`src/rtl/disp_sched_pkg.sv`:
```
// disp_sched_pkg: shared constants, state encoding and width helper for the
// display-source scheduler (disp_sched) and its ms tick prescaler.
package disp_sched_pkg;

   localparam int         NUM_SRC  = 3;
   localparam logic [1:0] SRC_NONE = 2'd3;

   // Per-source slice widths inside the packed req_data / req_pt* buses:
   // source i occupies [i*W +: W].
   localparam int DATA_W = 32;
   localparam int PT_W   = 4;

   typedef enum logic [1:0] {
      ST_IDLE = 2'd0,
      ST_HOLD = 2'd1,
      ST_FREE = 2'd2
   } disp_state_e;

   // Counter width able to hold 0..max_val; never narrower than one bit so a
   // zero limit still yields a legal vector.
   function automatic int cnt_width(input int max_val);
      return (max_val < 1) ? 1 : $clog2(max_val + 1);
   endfunction

endpackage

```
`src/rtl/ms_tick_gen.sv`:
```
// ms_tick_gen: 1 ms tick prescaler. Emits a one-cycle pulse every
// CLK_HZ/1000 cycles of Clk; the first pulse follows a full period after reset.
//
// Ports:
//   Clk      in   system clock
//   Reset_n  in   asynchronous reset, active low
//   tick     out  one-cycle pulse per millisecond
module ms_tick_gen
   import disp_sched_pkg::*;
#(
   parameter int CLK_HZ = 50_000_000
) (
   input  logic Clk,
   input  logic Reset_n,
   output logic tick
);

   localparam int               DIV    = (CLK_HZ / 1000 < 1) ? 1 : CLK_HZ / 1000;
   localparam int               CNT_W  = (DIV > 1) ? $clog2(DIV) : 1;
   localparam logic [CNT_W-1:0] RELOAD = CNT_W'(DIV - 1);

   logic [CNT_W-1:0] cnt;

   always_ff @(posedge Clk or negedge Reset_n) begin
      if (!Reset_n) begin
         cnt <= RELOAD;
      end else if (cnt == '0) begin
         cnt <= RELOAD;
      end else begin
         cnt <= cnt - 1'b1;
      end
   end

   assign tick = (cnt == '0);

endmodule

```
`src/rtl/disp_sched.sv`:
```
// disp_sched: display-source scheduler feeding Disp_Data/point_1/point_2 of
// the display wrapper. Three requesters compete for the display; a newly
// selected source keeps it for at least HOLD_MS ms, and the display blanks
// after IDLE_MS ms without any grant.
//
// Build option: define DISP_RR_EN to arbitrate IDLE/FREE requests round-robin
// starting after the last granted index; otherwise lowest index wins.
//
// Ports:
//   Clk        in   system clock
//   Reset_n    in   asynchronous reset, active low
//   req        in   per-source request, held until granted
//   req_data   in   source i display word at [32i+31:32i]
//   req_pt1    in   source i point_1 at [4i+3:4i]
//   req_pt2    in   source i point_2 at [4i+3:4i]
//   grant      out  one-hot, one-cycle pulse after the capture edge
//   cur_src    out  current owner, 3 = none
//   busy       out  hold timer running
//   Disp_Data  out  registered display word
//   point_1    out  registered decimal-point field 1
//   point_2    out  registered decimal-point field 2
//
// state   | meaning
// --------+------------------------------------------------
// ST_IDLE | no owner, outputs blank
// ST_HOLD | owner set, hold timer running, only owner refreshes
// ST_FREE | owner set, hold expired, idle timer running
module disp_sched
   import disp_sched_pkg::*;
#(
   parameter int                CLK_HZ     = 50_000_000,
   parameter int                HOLD_MS    = 500,
   parameter int                IDLE_MS    = 2000,
   parameter logic [DATA_W-1:0] BLANK_DATA = 32'h0000_0000,
   parameter logic [PT_W-1:0]   BLANK_PT   = 4'd0
) (
   input  logic                        Clk,
   input  logic                        Reset_n,
   input  logic [NUM_SRC-1:0]          req,
   input  logic [NUM_SRC*DATA_W-1:0]   req_data,
   input  logic [NUM_SRC*PT_W-1:0]     req_pt1,
   input  logic [NUM_SRC*PT_W-1:0]     req_pt2,
   output logic [NUM_SRC-1:0]          grant,
   output logic [1:0]                  cur_src,
   output logic                        busy,
   output logic [DATA_W-1:0]           Disp_Data,
   output logic [PT_W-1:0]             point_1,
   output logic [PT_W-1:0]             point_2
);

   localparam int                HOLD_W   = cnt_width(HOLD_MS);
   localparam int                IDLE_W   = cnt_width(IDLE_MS);
   localparam logic [HOLD_W-1:0] HOLD_LD  = HOLD_W'(HOLD_MS);
   localparam logic [HOLD_W-1:0] HOLD_ONE = HOLD_W'(1);
   localparam logic [IDLE_W-1:0] IDLE_LD  = IDLE_W'(IDLE_MS);
   localparam logic [IDLE_W-1:0] IDLE_ONE = IDLE_W'(1);

   logic tick;

   ms_tick_gen #(
      .CLK_HZ (CLK_HZ)
   ) u_tick (
      .Clk     (Clk),
      .Reset_n (Reset_n),
      .tick    (tick)
   );

   disp_state_e         state_q, state_d;
   logic [1:0]          src_q, src_d;
   logic [NUM_SRC-1:0]  grant_q, grant_d;
   logic [DATA_W-1:0]   data_q, data_d;
   logic [PT_W-1:0]     pt1_q, pt1_d;
   logic [PT_W-1:0]     pt2_q, pt2_d;
   logic [HOLD_W-1:0]   hold_q, hold_d;
   logic [IDLE_W-1:0]   idle_q, idle_d;

   logic                win_vld;
   logic [1:0]          win_idx;
   logic [NUM_SRC-1:0]  win_oh;
   logic [DATA_W-1:0]   win_data;
   logic [PT_W-1:0]     win_pt1;
   logic [PT_W-1:0]     win_pt2;
   logic                new_src;

`ifdef DISP_RR_EN
   logic [1:0]          last_q, last_d;
   logic [1:0]          cand;
`endif

   // Arbiter. In HOLD only the owner may refresh; elsewhere every requester
   // competes. Loops run from the lowest-preference candidate up so the
   // last assignment is the winner.
   always_comb begin
      win_vld  = 1'b0;
      win_idx  = SRC_NONE;
      win_oh   = '0;
      win_data = '0;
      win_pt1  = '0;
      win_pt2  = '0;
`ifdef DISP_RR_EN
      cand     = 2'd0;
`endif
      if (state_q == ST_HOLD) begin
         for (int i = 0; i < NUM_SRC; i++) begin
            if (src_q == 2'(i) && req[i]) begin
               win_vld  = 1'b1;
               win_idx  = 2'(i);
               win_oh   = '0;
               win_oh[i] = 1'b1;
               win_data = req_data[i*DATA_W +: DATA_W];
               win_pt1  = req_pt1[i*PT_W +: PT_W];
               win_pt2  = req_pt2[i*PT_W +: PT_W];
            end
         end
      end else begin
`ifdef DISP_RR_EN
         for (int k = NUM_SRC - 1; k >= 0; k--) begin
            cand = 2'((int'(last_q) + 1 + k) % NUM_SRC);
            if (req[cand]) begin
               win_vld  = 1'b1;
               win_idx  = cand;
               win_oh   = '0;
               win_oh[cand] = 1'b1;
               win_data = req_data[int'(cand)*DATA_W +: DATA_W];
               win_pt1  = req_pt1[int'(cand)*PT_W +: PT_W];
               win_pt2  = req_pt2[int'(cand)*PT_W +: PT_W];
            end
         end
`else
         for (int i = NUM_SRC - 1; i >= 0; i--) begin
            if (req[i]) begin
               win_vld  = 1'b1;
               win_idx  = 2'(i);
               win_oh   = '0;
               win_oh[i] = 1'b1;
               win_data = req_data[i*DATA_W +: DATA_W];
               win_pt1  = req_pt1[i*PT_W +: PT_W];
               win_pt2  = req_pt2[i*PT_W +: PT_W];
            end
         end
`endif
      end
   end

   // Next state. A grant to a different source (or out of IDLE) restarts
   // the hold window and the tick on that edge is not counted. An owner
   // refresh during HOLD still lets the hold timer advance.
   always_comb begin
      state_d = state_q;
      src_d   = src_q;
      grant_d = '0;
      data_d  = data_q;
      pt1_d   = pt1_q;
      pt2_d   = pt2_q;
      hold_d  = hold_q;
      idle_d  = idle_q;
      new_src = win_vld && (state_q == ST_IDLE || win_idx != src_q);
`ifdef DISP_RR_EN
      last_d  = last_q;
`endif

      if (win_vld) begin
         grant_d = win_oh;
         src_d   = win_idx;
         data_d  = win_data;
         pt1_d   = win_pt1;
         pt2_d   = win_pt2;
         idle_d  = IDLE_LD;
`ifdef DISP_RR_EN
         last_d  = win_idx;
`endif
      end

      if (new_src) begin
         if (HOLD_MS == 0) begin
            state_d = ST_FREE;
         end else begin
            state_d = ST_HOLD;
            hold_d  = HOLD_LD;
         end
      end else if (tick) begin
         case (state_q)
            ST_HOLD: begin
               if (hold_q <= HOLD_ONE) begin
                  state_d = ST_FREE;
                  hold_d  = '0;
               end else begin
                  hold_d  = hold_q - 1'b1;
               end
            end
            ST_FREE: begin
               if (!win_vld) begin
                  if (idle_q <= IDLE_ONE) begin
                     state_d = ST_IDLE;
                     src_d   = SRC_NONE;
                     data_d  = BLANK_DATA;
                     pt1_d   = BLANK_PT;
                     pt2_d   = BLANK_PT;
                     idle_d  = '0;
                  end else begin
                     idle_d  = idle_q - 1'b1;
                  end
               end
            end
            default: ;
         endcase
      end
   end

   always_ff @(posedge Clk or negedge Reset_n) begin
      if (!Reset_n) begin
         state_q <= ST_IDLE;
         src_q   <= SRC_NONE;
         grant_q <= '0;
         data_q  <= BLANK_DATA;
         pt1_q   <= BLANK_PT;
         pt2_q   <= BLANK_PT;
         hold_q  <= '0;
         idle_q  <= '0;
      end else begin
         state_q <= state_d;
         src_q   <= src_d;
         grant_q <= grant_d;
         data_q  <= data_d;
         pt1_q   <= pt1_d;
         pt2_q   <= pt2_d;
         hold_q  <= hold_d;
         idle_q  <= idle_d;
      end
   end

`ifdef DISP_RR_EN
   // Reset value makes the first search start at source 0.
   always_ff @(posedge Clk or negedge Reset_n) begin
      if (!Reset_n) begin
         last_q <= 2'(NUM_SRC - 1);
      end else begin
         last_q <= last_d;
      end
   end
`endif

   assign grant     = grant_q;
   assign cur_src   = src_q;
   assign busy      = (state_q == ST_HOLD);
   assign Disp_Data = data_q;
   assign point_1   = pt1_q;
   assign point_2   = pt2_q;

endmodule

```
`config.mk`:
```
export PLATFORM = sky130hd
export DESIGN_NAME = disp_sched
export DESIGN_NICKNAME = d
export VERILOG_FILES = /design/src/rtl/disp_sched_pkg.sv /design/src/rtl/ms_tick_gen.sv /design/src/rtl/disp_sched.sv
export SDC_FILE = /design/constraint.sdc
export NUM_CORES = 1
export LEC_CHECK = 0
export ABC_AREA = 1
export ABC_CLOCK_PERIOD_IN_PS = 4800
export BUFFER_PORTS_ARGS = -buffer_cell sky130_fd_sc_hd__clkbuf_2
export CAP_MARGIN = 30
export CORE_MARGIN = 2
export CORE_UTILIZATION = 50
export CTS_BUF_LIST = sky130_fd_sc_hd__clkbuf_4
export CTS_CLUSTER_SIZE = 16
export DETAILED_ROUTE_END_ITERATION = 7
export PLACE_DENSITY = 0.83
export SYNTH_ARGS = -nofsm -noshare
export SYNTH_HDL_FRONTEND = slang
export SYNTH_SLANG_ARGS = --single-unit
```
`constraint.sdc`:
```
create_clock -name Clk -period 4.8 [get_ports Clk]
set_clock_uncertainty 0.05 [all_clocks]
set_input_delay 0 -clock Clk [delete_from_list [all_inputs] [get_ports Clk]]
set_output_delay 0 -clock Clk [all_outputs]
set_load 0.1 [all_outputs]
```
==> qor.csv <==
stage;metric;value;unit
clock_network;cts.clk_slew.worst_paths;0.14;ns
die;dieArea;13400;um2
timing;rsz0062_at_grt;no;
global_route;grt-ovfl-total;0;
die;start_util;0.517;
critical_path;cp_max_fo;30;
critical_path;start_kind;flop;
clock_network;cts-root-buf;clkbuf_4;
global_route;antenna_found_initial;0;
synth;ys_seq_elements;83;
clock_network;cts.sinks;83;
timing;slew_headroom;0.311;
synth;ys_seq_area_frac;0.334;
routing;vias;7641;
placement;gp_congestion;0.885;
pwr;pwr-share-clk;0.076;
layout;area_growth;33.0;%
synth;yosys_warnings;0;
timing;hold_viol;0;
synth;avgSynthCellArea;6.51;um2
routing;via_per_inst;5.53;
timing;worst_pin_slew;1.03;ns
clock_network;clockBufferDepth;2;
pwr;power_switching_share;0.602;
die;num_io_pins;171;
synth;synth-async-reset-ratio;1.00;
global_route;grt_max_degree;57;
routing;totalWireLength;21200;um
clock_network;htreeDepth;3;
critical_path;slowest_delay;0.72;ns
layout;drive_gt1_frac;0.190;
timing;period_needed;3.69;ns
timing;setup_viol;0;
critical_path;cp_cell_sequence;inv_1 > nand3_2 > inv_1 > a21oi_1 > dlygate4sd3_1 > or3_1 > dlygate4sd3_1 > nand2_1;
pwr;p_int;1.86;mW
placement;dpl_worst_slack;1.53;ns
global_route;grt_first_pass_wirelength;34700;um
synth;synth_top_area_frac;0.287;
outcome;status;complete, no violations;
worst_hold_path;hp-class;in -> async;
pwr;comb_power_share;0.700;
synth;synth_common_cells;nand2_1, inv_1, nor2_1;
synth;ys.flop_type;dfrtp_1;
clock_network;cts_resized;0;
pwr;power.net_switching;2.82;mW
placement;numPortBuffers;170;
die;die_y;116;um
critical_path;path_class;reg -> reg;
routing;wl_per_cell;15.4;um
clock_network;cts_tree;built;
synth;synth_area_leaders;dfrtp_1, nand2_1, inv_1;
synth;synth_edf_count;0;
timing;setup_slack;1.11;ns
die;die_w;116;um
routing;drt_iter0_markers;871;
placement;hpwl;12600;um
global_route;grt_pass1_vias;7559;
synth;netlist_instances;963;
synth;synth_fp_nets;1094;
critical_path;crit_arrival;4.03;ns
routing;drtPass1Iterations;5;
pwr;p_leak;4.15;nW
critical_path;crit_required;5.14;ns
synth;yosys.area.top_type;dfrtp_1;
critical_path;end_kind;flop;
flow_run;drv_cap;0;
die;rows;40;
clock_network;numCtsBuffers;9;
routing;postRouteAntennaNets;0;
timing;period_share;0.768;
global_route;track_usage;0.324;
die;coreArea;12100;um2
timing;fmax;271;MHz
layout;nets;1339;
clock_network;clkLatencyLatePin;0.45;ns
synth;yosysMostFrequentCell;nand2_1;
pwr;ir_worst_vdd;0.367;mV
layout;n_fill_cell;931;
routing;drc;0;
pwr;seqPwrFrac;0.224;
pwr;power_density;562;nW/um2
timing;slew_violations;0;
timing;fin_tns_setup;0;ns
synth;syn-cell-area;6270;um2
critical_path;slowest_stage;inv_1;
synth;yosysUniqueCellTypes;38;
[state kept, by name, summed over array words and instances (netlist names)]
name and flops:
point_2 4, u_tick.cnt 16, cur_src 2, hold_q 9, point_1 4, Disp_Data 32
idle_q 11, grant 3, state_q 2
[routing by layer]
metal | global-route usage | share of wire
met5 | 0 | 0
met3 | 0.0732 | 0.082
met2 | 0.526 | 0.47
met1 | 0.387 | 0.40
met4 | 0.212 | 0.052
[what timing repair did]
action	CTS	global route
hold buffers	110	0
endpoints found under the hold margin	79	0
buffers inserted	0	0
[critical path: cells and delay by family, from the launching register on]
family,cells,cell delay [ns]
compound gates,1,0.16
flops,1,0.42
buf+inv,4,1.98
simple gates,3,1.01
[cell usage in the layout, fill, tap and decap left out, types with 6 or more instances in the layout]
cell	netlist	final
nand2_1	325	325
clkbuf_2	0	169
inv_1	122	122
dlygate4sd3_1	0	110
nor2_1	100	99
dfrtp_1	72	72
nand3_1	53	53
a21oi_1	40	40
o32ai_1	30	30
o21ai_0	29	29
o211ai_1	28	28
a31oi_1	27	27
dfstp_2	11	11
o221ai_1	10	10
clkbuf_4	0	10
buf_4	1	10
xor2_1	8	8
ha_1	6	6
[logic make-up (layout without fill, tap and decap cells)]
group | Yosys count | count (layout) | synth area share
simple gates | 509 | 509 | 0.335
buf+inv | 180 | 430 | 0.120
compound gates | 176 | 176 | 0.187
flops | 83 | 83 | 0.334
xor+xnor | 9 | 9 | 0.0126
fa+ha+maj | 6 | 6 | 0.0120
other cells | 0 | 1 | 0
[worst paths after layout]
kind / startpoint / to / slack, ns / cells after the start
max: cur_src[0]$_DFF_PN1_ / Disp_Data[30]$_DFF_PN0_ / 1.11 / 8
min: Reset_n / hold_q[5]$_DFFE_PN0P_ / 0.01 / 2
max reg2reg: cur_src[0]$_DFF_PN1_ / Disp_Data[30]$_DFF_PN0_ / 1.11 / 8
min reg2reg: u_tick.cnt[0]$_DFF_PN1_ / u_tick.cnt[0]$_DFF_PN1_ / 0.43 / 1
max in group asynchronous: Reset_n / u_tick.cnt[15]$_DFF_PN1_ / 3.74 / 3
min in group Clk: req[2] / cur_src[0]$_DFF_PN1_ / 0.08 / 6
[metrics by stage]
step | hold WS (ns) | cells | power, mW | utilization | instance area [um2]
after floorplan | -0.346 | 963 | 3.40 | - | 6270
after global placement | -0.0335 | 1255 | 3.87 | 0.588 | 7120
after detailed placement | -0.0358 | 1255 | 3.92 | 0.588 | 7120
after CTS | 0.0178 | 1381 | 4.59 | 0.688 | 8330
after global routing | 0.0481 | 1381 | 4.93 | 0.688 | 8330
final | 0.0119 | 1382 | 4.68 | 0.688 | 8330
[layout make-up]
class / count / area (um2) / area share
clock inverter: 6 / 32.5 / 0.00390
tap: 168 / 210 / 0.0252
multi-input combinational: 700 / 3430 / 0.412
inverter: 125 / 469 / 0.0563
antenna: 1 / 2.50 / 0.000300
clock buffer: 10 / 75.1 / 0.00901
timing repair buffer: 289 / 2020 / 0.243
sequential: 83 / 2090 / 0.251
[power groups by stage]
stage	clock (mW)	sequential, mW	combinational [mW]
after floorplan	0	2.42	0.973
after global placement	0	1.05	2.83
after detailed placement	0	1.05	2.86
after CTS	0.359	1.04	3.19
after global routing	0.391	1.07	3.47
final	0.357	1.05	3.27
(Power assumes the default switching activity.)
